## src/rtl/lzx_74hc161.sv

```systemverilog
// lzx_74hc161: 4-bit synchronous binary counter with parallel load and cascade carry.
// Latency: load or count result is visible on Q one Clk edge after it is sampled; TC is purely combinational.
// Backpressure: none; the counter advances only when both CEP and CET are high, and cascades through TC into the next stage's CET.
//
// Ports:
//   Clk  - counter clock, rising-edge active
//   nRd  - asynchronous active-low master reset (direct clear of Q)
//   nLd  - active-low synchronous parallel load (wins over counting)
//   CEP  - count enable, parallel (shared by all cascaded stages)
//   CET  - count enable, trickle (fed from the previous stage's TC); also gates TC
//   D    - parallel load data, D[0] is the LSB
//   Q    - counter state, Q[0] is the LSB
//   TC   - terminal count: CET AND (Q == 15)
module lzx_74hc161 (
  input  logic       Clk,
  input  logic       nRd,
  input  logic       nLd,
  input  logic       CEP,
  input  logic       CET,
  input  logic [3:0] D,
  output logic [3:0] Q,
  output logic       TC
);

  logic [3:0] q_q;
  logic [3:0] q_d;

  // Edge action priority: load, then count (both enables), otherwise hold.
  // Counting is modulo 16; the 4-bit add wraps 15 -> 0 on its own.
  always_comb begin
    q_d = q_q;
    if (!nLd) begin
      q_d = D;
    end else if (CEP && CET) begin
      q_d = q_q + 4'd1;
    end
  end

  // nRd clears asynchronously and, while held low, masks every Clk edge,
  // so an in-flight load or count is simply discarded.
  always_ff @(posedge Clk or negedge nRd) begin
    if (!nRd) begin
      q_q <= 4'd0;
    end else begin
      q_q <= q_d;
    end
  end

  assign Q = q_q;

  // Combinational carry: follows Q and CET with no clock latency. During
  // reset Q is 0, which forces TC low without an explicit reset term.
  assign TC = CET & (q_q == 4'hF);

endmodule

```

## config.mk

```make
export PLATFORM = sky130hd
export DESIGN_NAME = lzx_74hc161
export DESIGN_NICKNAME = d
export VERILOG_FILES = /design/src/rtl/lzx_74hc161.sv
export SDC_FILE = /design/constraint.sdc
export NUM_CORES = 1
export LEC_CHECK = 0
export CAP_MARGIN = 10
export CELL_PAD_IN_SITES_DETAIL_PLACEMENT = 2
export CELL_PAD_IN_SITES_GLOBAL_PLACEMENT = 2
export CORE_AREA = 2 2 39 41
export CTS_BUF_LIST = sky130_fd_sc_hd__clkbuf_8
export CTS_CLUSTER_DIAMETER = 60
export DETAILED_ROUTE_END_ITERATION = 12
export DIE_AREA = 0 0 41 43
export PLACE_DENSITY = 0.68
export SYNTH_ARGS = -nofsm -noshare
export SYNTH_HDL_FRONTEND = slang
export SYNTH_SLANG_ARGS = --single-unit
```

## constraint.sdc

```tcl
create_clock -name Clk -period 1.3 [get_ports Clk]
set_input_delay 0.195 -clock Clk [delete_from_list [all_inputs] [get_ports Clk]]
set_output_delay 0.195 -clock Clk [all_outputs]
set_load 0.005 [all_outputs]
```

==> results.env, run 1 <==
RUN_STATUS='completed'
SYN_INST=23
SETUP_REPAIR_AFTER_GLOBAL_ROUTING_MISSED_ITS_MARGIN='yes'
PLACEMENT.IO_BUFFERS=13
CRIT_START='Q[0]$_DFFE_PN0P_'
POST_LAYOUT_NONFILLER_INSTANCES=61
FINAL_PERIOD_MINUS_WORST_SETUP_SLACK_PS=1270
POWER_LEAKAGE_uW=0.000200
CTS_ROOT_BUF='sky130_fd_sc_hd__clkbuf_8'
REQUIRED_PS=1110
CLOCK_INSERTION_DELAY_WORST_SKEW_PS=220
ANTENNA_FOUND_INITIAL=0
GRT_FIRST_PASS_WIRELENGTH_UM=1380
CLKTRANSATPATHREGS_PS=30
YOSYSWARNINGCOUNT=0
FIRST_GLOBAL_VIAS=319
POST_ROUTE_CELLS_DRIVE_ABOVE_1_SHARE_PCT=31.1
AREA_OF_PLACED_INSTANCES_SQ_UM=402
SYNTH_AREA_SQ_UM=218
WORST-PATH-MAX-FANOUT=2
REPORT.POWER.TOTAL_uW=557
GLOBALPLACE.CONGESTION=0.649
STARTING_DENSITY_PCT=15.7
DETAIL_ROUTE.ITER0.VIOLATIONS=2
GRT_OVERFLOW_TOTAL=0
TRITONCTS_CLOCK_TREE='yes'
ROUTED_WIRELENGTH_UM=842
LAYOUT_WORST_PATH_CYCLE_SHARE_PCT=97.9
ROUTE.ANTENNA.REMAINING_NETS=0
SLEW_HEADROOM_PCT=80.9
WORST_FLOP_TO_FLOP_PATH_STARTPOINT='Q[1]$_DFFE_PN0P_'
DRTPASS1ITERATIONS=4
TIMING.MAX_CAP.VIOLATIONS=0
TIMING.REG2REG.WORST_PATH_DEPTH=5
POWER_DENSITY_mW_PER_MM2=1210
ROUTE.VIAS.TOTAL=264
GRT_USAGE_PCT=12.6
R2R-END='Q[3]$_DFFE_PN0P_'
WORSTSETUPENDPOINTTYPE='output pin'
YOSYS_REGISTER_BITS=4
DIE_H_UM=43
CLKSINKCOUNT=4
MAXIMUM_LEVEL_OF_THE_CTS_H_TREE=1
POSTCTSHOLDBUFS=0
SETUP.REG_TO_REG.WORST_SLACK_PS=90
WL_PER_CELL_UM=13.8
COREAREA_SQ_MM=0.00138
DIE_AREA_SQ_MM=0.00176
GRT_START_MAX_NET_PINS=9
YOSYSUNIQUECELLTYPES=13
FINALSETUPVIOLCOUNT=0
CP_DATA_ARRIVAL_TIME_PS=1080
HOLD_CRIT_CLASS='primary input to asynchronous set/reset pin'
INSERTEDDIODECOUNT=0
WORSTMARGINPINSLEW_PS=286
FINALMAXSLEWVIOLATIONS=0
MAPPEDNETLISTNETS=33
POWER.IR.VDD_WORST_mV=0.558
DESIGN.PORTCOUNT=14
PATH_CLASS='register to output pin'
FRACTION_OF_THE_YOSYS_AREA_TAKEN_BY_SEQUENTIAL_CELLS_PCT=46.0
HOLD_VIOLATIONS_FINAL=0
POSTSYNTHAREAPERCELL_SQ_UM=9.47
MAX_FREQ_MHz=786
NETS=57
ROUTED_VIAS_INST=4.33
CTS-BUFFERS-INSERTED=3
DETAILED_PLACE_HPWL_UM=660
SKEW_FINAL_PS=2.02
DRCVIOLATIONCOUNT=0
WORSTSETUPSTARTPOINTTYPE='register'
CHIPWIDTH_UM=41
PLACEMENTROWS=14
CTS.PATH.MAX_BUFFERS=2
FINAL_CORE_UTILIZATION_PCT=33.2
AREA_GROWTH_SYN_TO_LAYOUT_PCT=111
FINAL_CELL_AREA_SQ_UM=459
NUMBER_OF_FLIP_FLOPS_IN_THE_LARGEST_REGISTER=4
PLACED_CELLS_INCL_TAPS=56
cell type report:
type	instances	area [sq um]
multi-input combinational	18	118
tap	16	20.0
fill	154	925
timing repair buffer	20	180
sequential	4	100
clock buffer	3	41.3
what timing repair did:
action                                  4_1_cts  5_1_grt
pin swaps                                     1        2
buffers inserted                              2        0
resized for setup                            11        1
endpoints found under the setup margin        5        1
synth_stat cells:
cell type / number / area share, %
sky130_fd_sc_hd__a21oi_1: 3 / 6.9
sky130_fd_sc_hd__a31oi_1: 1 / 2.9
sky130_fd_sc_hd__and4_2: 1 / 4.6
sky130_fd_sc_hd__clkbuf_1: 1 / 1.7
sky130_fd_sc_hd__dfrtp_1: 4 / 46
sky130_fd_sc_hd__ha_1: 1 / 5.7
sky130_fd_sc_hd__mux2i_1: 1 / 4.6
sky130_fd_sc_hd__nand2_2: 1 / 2.9
sky130_fd_sc_hd__nand3_1: 2 / 4.6
sky130_fd_sc_hd__nor2_1: 4 / 6.9
sky130_fd_sc_hd__o21ai_0: 1 / 2.3
sky130_fd_sc_hd__or3_1: 1 / 2.9
sky130_fd_sc_hd__xor2_1: 2 / 8.0
cell usage in the layout (no fill, tap or decap):
master / Yosys / layout
sky130_fd_sc_hd__a21oi_1: 3 / 3
sky130_fd_sc_hd__a31oi_1: 1 / 1
sky130_fd_sc_hd__and4_4: 0 / 1
sky130_fd_sc_hd__buf_4: 0 / 7
sky130_fd_sc_hd__buf_6: 0 / 1
sky130_fd_sc_hd__clkbuf_8: 0 / 3
sky130_fd_sc_hd__clkdlybuf4s15_1: 0 / 1
sky130_fd_sc_hd__clkdlybuf4s50_1: 0 / 8
sky130_fd_sc_hd__dfrtp_1: 4 / 4
sky130_fd_sc_hd__dlygate4sd2_1: 0 / 3
sky130_fd_sc_hd__ha_2: 0 / 1
sky130_fd_sc_hd__mux2i_1: 1 / 1
sky130_fd_sc_hd__nand2_2: 1 / 1
sky130_fd_sc_hd__nand3_1: 2 / 2
sky130_fd_sc_hd__nor2_1: 4 / 4
sky130_fd_sc_hd__o21ai_0: 1 / 1
sky130_fd_sc_hd__or3_1: 1 / 1
sky130_fd_sc_hd__xor2_1: 2 / 2
report_power, final:
group | internal, uW | switching [uW] | leakage [uW]
registers | 140 | 8.15 | 0.0000448
clock network | 197 | 62.5 | 0.0000216
logic | 90.2 | 58.8 | 0.000134
total | 427 | 129 | 0.000200
worst max path at each step:
stage | endpoint
finish | TC
global route | TC
CTS | TC
detailed placement | TC
global placement | TC
floorplan | Q[2]$_DFFE_PN0P_
metal layers:
layer / routed length [um] / up-vias / track usage, %
met2: 446 / 15 / 20.0
met5: 0 / - / 0
li1: - / 125 / -
met1: 300 / 124 / 12.7
met4: 0 / 0 / 6.00
met3: 94 / 0 / 6.81
critical path: stages, from the launching register on:
cell and delay, ps:
sky130_fd_sc_hd__dfrtp_1 370, sky130_fd_sc_hd__ha_2 200, sky130_fd_sc_hd__and4_4 180, sky130_fd_sc_hd__buf_6 110
stage by stage:
| stage | hold slack (ps) | setup WS [ps] | TNS, ps |
|---|---|---|---|
| 2_1_floorplan | -101 | 262 | 0 |
| 3_3_place_gp | 419 | -297 | -350 |
| 3_5_place_dp | 425 | -357 | -527 |
| 4_1_cts | 195 | 6.23 | 0 |
| 5_1_grt | 208 | -18.6 | -18.6 |
| 6_report | 201 | 27.3 | 0 |
cells by family after synthesis:
logic type,count (synthesis),synth area share [%]
xor gates and xnor gates,2,8.05
and+or+nand+nor,9,21.8
adders and majority gates,1,5.75
DFF,4,46.0
AOI/OAI and AO/OA,5,12.1
buffers and inverters,1,1.72
muxes,1,4.60
Note: power is estimated with default switching activity, not from simulation.
==> inputs of run 2 (changes only) <==
Settings changed: CORE_AREA 2 2 39 41 to 5 5 42 44, DIE_AREA 0 0 41 43 to 0 0 47 49, GPL_TIMING_DRIVEN set to 0.
==> run 2 against run 1 <==
Net effect:
- clock power up 2%
- sequential power is 3% higher
- power fell by 1.5%
- clock skew about the same
- setup slack worse by 12 ps
- first-iteration DRC count unchanged
==> results.env, run 2 (synthesis gave the netlist of run 1 again) <==
CLKTRANSATPATHREGS_PS=30  # about the same
MAX_FREQ_MHz=779  # was 786 MHz
WORST_FLOP_TO_FLOP_PATH_STARTPOINT='Q[0]$_DFFE_PN0P_'  # was Q[1]$_DFFE_PN0P_
TRITONCTS_CLOCK_TREE='yes'  # unchanged
TIMING.REG2REG.WORST_PATH_DEPTH=5  # unchanged
WORST-PATH-MAX-FANOUT=2  # unchanged
DIE_AREA_SQ_MM=0.00230  # was 0.00176 sq mm
POWER_LEAKAGE_uW=0.000189  # was 0.000200 uW
WL_PER_CELL_UM=13.5  # was 13.8 um
SETUP.REG_TO_REG.WORST_SLACK_PS=140  # was 90 ps
WORSTSETUPENDPOINTTYPE='output pin'  # unchanged
COREAREA_SQ_MM=0.00140  # was 0.00138 sq mm
CTS-BUFFERS-INSERTED=3  # unchanged
ROUTE.ANTENNA.REMAINING_NETS=0  # unchanged
CHIPWIDTH_UM=47  # was 41 um
NETS=55  # was 57
CLKSINKCOUNT=4  # unchanged
INSERTEDDIODECOUNT=0  # unchanged
FINALMAXSLEWVIOLATIONS=0  # unchanged
FILL_CELLS=166  # was 154
HOLD_VIOLATIONS_FINAL=0  # unchanged
FIN_SETUP_TNS_PS=0  # unchanged
SKEW_FINAL_PS=1.70  # was 2.02 ps
AREA_OF_PLACED_INSTANCES_SQ_UM=358  # was 402 sq um
PATH_CLASS='register to output pin'  # unchanged
GRT_FIRST_PASS_WIRELENGTH_UM=1290  # was 1380 um
ANTENNA_FOUND_INITIAL=0  # unchanged
FIRST_GLOBAL_VIAS=301  # was 319
CRIT_START='Q[0]$_DFFE_PN0P_'  # unchanged
SETUP_REPAIR_AFTER_GLOBAL_ROUTING_MISSED_ITS_MARGIN='yes'  # unchanged
WORSTSETUPSTARTPOINTTYPE='register'  # unchanged
POSTCTSHOLDBUFS=0  # unchanged
MOSTFREQUENTLAYOUTCELL='sky130_fd_sc_hd__clkdlybuf4s50_1'  # unchanged
FINAL_CELL_AREA_SQ_UM=437  # was 459 sq um
SLEW_HEADROOM_PCT=77.4  # was 80.9%
WORSTMARGINPINSLEW_PS=339  # was 286 ps
ROUTED_VIAS_INST=4.34  # was 4.33
CTS_ROOT_BUF='sky130_fd_sc_hd__clkbuf_8'  # unchanged
PLACEMENT.IO_BUFFERS=12  # was 13
CTS.PATH.MAX_BUFFERS=2  # unchanged
DESIGN.PORTCOUNT=14  # unchanged
DIE_H_UM=49  # was 43 um
MAXIMUM_LEVEL_OF_THE_CTS_H_TREE=1  # unchanged
DETAIL_ROUTE.ITER0.VIOLATIONS=2  # unchanged
NUMBER_OF_FLIP_FLOPS_IN_THE_LARGEST_REGISTER=4  # unchanged
LAYOUT_COMMON_CELLS='sky130_fd_sc_hd__clkdlybuf4s50_1, sky130_fd_sc_hd__buf_4, sky130_fd_sc_hd__dfrtp_1, sky130_fd_sc_hd__nor2_1, sky130_fd_sc_hd__dlygate4sd2_1'  # was sky130_fd_sc_hd__clkdlybuf4s50_1, sky130_fd_sc_hd__buf_4, sky130_fd_sc_hd__dfrtp_1, sky130_fd_sc_hd__nor2_1
POST_ROUTE_CELLS_DRIVE_ABOVE_1_SHARE_PCT=27.9  # was 31.1%
FINALSETUPVIOLCOUNT=0  # unchanged
STARTING_DENSITY_PCT=15.5  # was 15.7%
HOLD_CRIT_CLASS='primary input to asynchronous set/reset pin'  # unchanged
GRT_USAGE_PCT=8.47  # was 12.6%
GLOBALPLACE.CONGESTION=0.687  # was 0.649
ROUTED_WIRELENGTH_UM=797  # was 842 um
CP_DATA_ARRIVAL_TIME_PS=1090  # was 1080 ps
FINAL_PERIOD_MINUS_WORST_SETUP_SLACK_PS=1280  # was 1270 ps
TIMING.MAX_CAP.VIOLATIONS=0  # unchanged
CLOCK_INSERTION_DELAY_WORST_SKEW_PS=220  # about the same
GRT_OVERFLOW_TOTAL=0  # unchanged
POWER.IR.VDD_WORST_mV=0.539  # was 0.558 mV
DRCVIOLATIONCOUNT=0  # unchanged
ROUTE.VIAS.TOTAL=256  # was 264
RUN_STATUS='completed'  # unchanged
AREA_GROWTH_SYN_TO_LAYOUT_PCT=101  # was 111%
TERMINATION_OF_THE_WORST_SETUP_PATH='TC'  # unchanged
REPORT.POWER.TOTAL_uW=549  # was 557 uW
PLACEMENTROWS=14  # unchanged
R2R-END='Q[2]$_DFFE_PN0P_'  # was Q[3]$_DFFE_PN0P_
GRT_START_MAX_NET_PINS=9  # unchanged
LAYOUT_WORST_PATH_CYCLE_SHARE_PCT=98.8  # was 97.9%
POWER_DENSITY_mW_PER_MM2=1260  # was 1210 mW/mm^2
REQUIRED_PS=1110  # about the same
DRTPASS1ITERATIONS=2  # was 4
==> run 2: cell count changes in the layout (fill, tap and decap cells not counted), sizes merged <==
cell,previous run,this run
buf,8,6
clkbuf,3,4
clkdlybuf4s15,1,0
clkdlybuf4s50,8,7
dlygate4sd2,3,4
==> run 2: stage by stage <==
| step | hold WS (ps) | utilization (%) | cells | setup WS, ps |
|---|---|---|---|---|
| finish | 191 | 31.2 | 59 | 15.5 |
| global placement | 415 | 25.5 | 51 | -306 |
| detailed placement | 426 | 25.5 | 51 | -315 |
| global route | 202 | 31.2 | 59 | -18.7 |
| floorplan | -101 | - | 23 | 262 |
| CTS | 194 | 31.0 | 59 | -111 |
==> run 2: report_power, final <==
part	switching [uW]	internal [uW]
clock network	67.2	198
registers	11.7	140
logic	50.0	81.9
total	129	420
==> run 2: final cells by class <==
cell class,instances,area (sq um),area share [%]
Tap cell,16,20.0,4.58
Multi-Input combinational cell,18,118,26.9
Timing Repair Buffer,17,154,35.2
Sequential cell,4,100,22.9
Buffer,1,3.75,0.860
Clock buffer,3,41.3,9.46
==> run 2: worst min path at each step <==
stage / endpoint / start / slack (ps)
floorplan: Q[0]$_DFFE_PN0P_ / nRd / -100
global placement: Q[0]$_DFFE_PN0P_ / nRd / 420
detailed placement: Q[0]$_DFFE_PN0P_ / nRd / 430
CTS: Q[1]$_DFFE_PN0P_ / nRd / 190
global route: Q[0]$_DFFE_PN0P_ / nRd / 200
finish: Q[1]$_DFFE_PN0P_ / nRd / 190
==> run 2: worst max-delay path, cell delays in order, from the launching register on <==
cell                      delay, ps
sky130_fd_sc_hd__dfrtp_1        380
sky130_fd_sc_hd__ha_2           200
sky130_fd_sc_hd__and4_4         180
sky130_fd_sc_hd__buf_6          110
==> run 2: what timing repair did <==
item                       in CTS  in global routing
buffers inserted                5                  0
resized for setup               7                  3
cloned                          0                  0
hold endpoints to repair        0                  0
setup endpoints to repair       5                  1
pin swaps                       1                  1
==> run 2: layer usage <==
metal	GRT usage (%)	wire [um]	vias to the layer above
li1	-	-	121
met1	8.41	309	115
met2	12.0	351	16
met3	2.95	94	4
met4	9.68	40	0
met5	0	0	-
==> inputs of run 3 (changes only) <==
Settings changed: CORE_AREA 5 5 42 44 to not set, CORE_MARGIN set to 5, CORE_UTILIZATION set to 16, DIE_AREA 0 0 47 49 to not set, PLACE_DENSITY 0.68 to 0.69.
Clock period 1.3 ns to 1.1 ns, I/O delays scaled along.
==> run 3 against run 2 <==
Net effect:
- largest power group unchanged
- largest cell class unchanged
- non-clock buffer count up 1
- global-route usage up 1.1 points
- clock skew down 1.1 ps
- critical path depth unchanged
- register-to-register slack worse by 180 ps
- power up 19%
- the flow now finishes with violations (setup timing)
- critical endpoint unchanged
==> results.env, run 3 (synthesis gave the netlist of run 1 again) <==
RUN_STATUS='complete, but fails checks'  # was completed
FAILED_CHECKS='setup timing'
PLACEMENTROWS=13  # was 14
COREAREA_SQ_MM=0.00130  # was 0.00140 sq mm
WORSTMARGINPINSLEW_PS=351  # was 339 ps
DRTPASS1ITERATIONS=1  # was 2
WORST-PATH-MAX-FANOUT=2  # unchanged
PLACED_CELLS_INCL_TAPS=50  # was 51
STARTING_DENSITY_PCT=16.7  # was 15.5%
CLKSINKCOUNT=4  # unchanged
PLACEMENT.IO_BUFFERS=12  # unchanged
POWER_DENSITY_mW_PER_MM2=1510  # was 1260 mW/mm^2
CRIT_CELLS=3  # unchanged
SHARE_COMB_OF_TOTAL_POWER_PCT=24.8  # was 24.0%
ROUTE.VIAS.TOTAL=253  # was 256
DESIGN.PORTCOUNT=14  # unchanged
TERMINATION_OF_THE_WORST_SETUP_PATH='TC'  # unchanged
GRT_START_MAX_NET_PINS=9  # unchanged
ROUTE.ANTENNA.REMAINING_NETS=0  # unchanged
SKEW_FINAL_PS=0.642  # was 1.70 ps
WORST_FLOP_TO_FLOP_PATH_STARTPOINT='Q[3]$_DFFE_PN0P_'  # was Q[0]$_DFFE_PN0P_
TIMING.REG2REG.WORST_PATH_DEPTH=3  # was 5
POST_ROUTE_CELLS_DRIVE_ABOVE_1_SHARE_PCT=36.4  # was 27.9%
ROUTED_WIRELENGTH_UM=835  # was 797 um
DRCVIOLATIONCOUNT=0  # unchanged
SLEW_HEADROOM_PCT=76.6  # was 77.4%
GLOBALPLACE.CONGESTION=0.655  # was 0.687
CLOCK_INSERTION_DELAY_WORST_SKEW_PS=220  # about the same
FINALMAXSLEWVIOLATIONS=0  # unchanged
FIRST_GLOBAL_VIAS=315  # was 301
CP_DATA_ARRIVAL_TIME_PS=1050  # was 1090 ps
PATH_CLASS='register to output pin'  # unchanged
SETUP_WS_FINAL_PS=-112  # was 15.5 ps
DETAIL_ROUTE.ITER0.VIOLATIONS=0  # was 2
AREA_GROWTH_SYN_TO_LAYOUT_PCT=98.9  # was 101%
TIMING.CRITICAL_PATH.CELLS='ha_2 -> and4_4 -> buf_6'  # unchanged
WORSTSETUPENDPOINTTYPE='output pin'  # unchanged
FINAL_PERIOD_MINUS_WORST_SETUP_SLACK_PS=1210
FINALSETUPVIOLCOUNT=2  # was 0
SETUP.REG_TO_REG.WORST_SLACK_PS=-40  # was 140 ps
CRIT_START='Q[1]$_DFFE_PN0P_'  # was Q[0]$_DFFE_PN0P_
CTS.PATH.MAX_BUFFERS=2  # unchanged
DETAILED_PLACE_HPWL_UM=574
SHARE_CLK_OF_TOTAL_POWER_PCT=48.2  # was 48.3%
MAXIMUM_LEVEL_OF_THE_CTS_H_TREE=1  # unchanged
SETUP_REPAIR_AFTER_GLOBAL_ROUTING_MISSED_ITS_MARGIN='yes'  # unchanged
NETS=56  # was 55
CTS-BUFFERS-INSERTED=3  # unchanged
CRIT_BUF_INV=1  # unchanged
HOLD_VIOLATIONS_FINAL=0  # unchanged
CHIPWIDTH_UM=46.9  # was 47 um
WORSTSETUPSTARTPOINTTYPE='register'  # unchanged
R2R-END='Q[3]$_DFFE_PN0P_'  # was Q[2]$_DFFE_PN0P_
GRT_OVERFLOW_TOTAL=0  # unchanged
MAX_STAGE_DELAY_ON_CRIT_PATH_PS=350  # was 380 ps
GRT_USAGE_PCT=9.61  # was 8.47%
PATH_DELAY_FAMILY='flip-flops'  # unchanged
MAX_FREQ_MHz=825
INSERTEDDIODECOUNT=0  # unchanged
LAYOUT_WORST_PATH_CYCLE_SHARE_PCT=110
FIN_SETUP_TNS_PS=-156  # was 0 ps
POWER.IR.VDD_WORST_mV=0.543  # was 0.539 mV
WORST_CASE_HOLD_SLACK_PS=166  # was 191 ps
POWER_LEAKAGE_uW=0.000193  # was 0.000189 uW
NETSWITCHINGPOWER_uW=157  # was 129 uW
CTS_ROOT_BUF='sky130_fd_sc_hd__clkbuf_8'  # unchanged
DIE_H_UM=46.9  # was 49 um
WL_PER_CELL_UM=14.2  # was 13.5 um
GRT_FIRST_PASS_WIRELENGTH_UM=1340  # was 1290 um
INTERNAL-POWER_uW=495  # was 420 uW
NUMBER_OF_FLIP_FLOPS_IN_THE_LARGEST_REGISTER=4  # unchanged
TIMING.MAX_CAP.VIOLATIONS=0  # unchanged
POST_LAYOUT_NONFILLER_INSTANCES=59  # unchanged
LAYOUT_COMMON_CELLS='sky130_fd_sc_hd__buf_4, sky130_fd_sc_hd__clkdlybuf4s50_1, sky130_fd_sc_hd__dfrtp_1, sky130_fd_sc_hd__nor2_1'  # was sky130_fd_sc_hd__clkdlybuf4s50_1, sky130_fd_sc_hd__buf_4, sky130_fd_sc_hd__dfrtp_1, sky130_fd_sc_hd__nor2_1, sky130_fd_sc_hd__dlygate4sd2_1
HOLD_CRIT_CLASS='primary input to asynchronous set/reset pin'  # unchanged
CLKTRANSATPATHREGS_PS=30  # about the same
NET_SWITCHING_SHARE_OF_THE_TOTAL_POWER_PCT=24.1  # was 23.5%
CRITICAL_PATH.SLOWEST_CELL='sky130_fd_sc_hd__dfrtp_1'  # unchanged
ROUTED_VIAS_INST=4.29  # was 4.34
TRITONCTS_CLOCK_TREE='yes'  # unchanged
MOSTFREQUENTLAYOUTCELL='sky130_fd_sc_hd__buf_4'  # was sky130_fd_sc_hd__clkdlybuf4s50_1
DIE_AREA_SQ_MM=0.00220  # was 0.00230 sq mm
REQUIRED_PS=940  # was 1110 ps
POSTCTSHOLDBUFS=0  # unchanged
ANTENNA_FOUND_INITIAL=0  # unchanged
P_SEQ_SHARE_PCT=27.0  # was 27.7%
run 3: what timing repair did:
action | in CTS | in global routing
pin swaps | 4 | 0
buffers inserted | 6 | 0
resized for setup | 15 | 2
hold endpoints to repair | 0 | 0
setup endpoints to repair | 7 | 4
cloned | 0 | 0
run 3: cell type report:
class / count / area, sq um
fillers: 150 / 868
repair buffers: 18 / 151
multi-input cells: 18 / 118
flip-flops and latches: 4 / 100
clock buffers: 3 / 41.3
well taps: 15 / 18.8
plain buffers: 1 / 3.75
run 3: per-stage QoR:
step | area (sq um) | setup WS (ps) | util [%] | total power [uW]
global route | 433 | -157 | 33.3 | 695
global placement | 357 | -445 | 27.4 | 308
detailed placement | 357 | -465 | 27.4 | 314
floorplan | 218 | 61.6 | - | 230
CTS | 443 | -115 | 34.0 | 667
finish | 433 | -112 | 33.3 | 652
run 3: worst min-delay path by stage:
stage                     start  slack, ps  depth (start not counted)                to
after floorplan             nRd       -130                          0  Q[0]$_DFFE_PN0P_
after global placement      nRd        390                          1  Q[0]$_DFFE_PN0P_
after detailed placement    nRd        390                          1  Q[0]$_DFFE_PN0P_
after CTS                   nRd        160                          1  Q[0]$_DFFE_PN0P_
after global routing        nRd        170                          1  Q[3]$_DFFE_PN0P_
final                       nRd        170                          1  Q[3]$_DFFE_PN0P_
run 3: metal layers:
layer	global-route usage (%)	share of wire [%]	up-vias
li1	-	-	124
met1	8.88	38	114
met2	16.3	51	12
met3	3.83	8.5	3
met4	8.29	2.5	0
met5	0	0	-
run 3: power groups by stage:
stage          sequential (uW)  clock, uW  combinational, uW
2_1_floorplan              185          0               44.8
3_3_place_gp               185          0                123
3_5_place_dp               187          0                127
4_1_cts                    175        324                168
5_1_grt                    179        337                179
6_report                   176        315                161
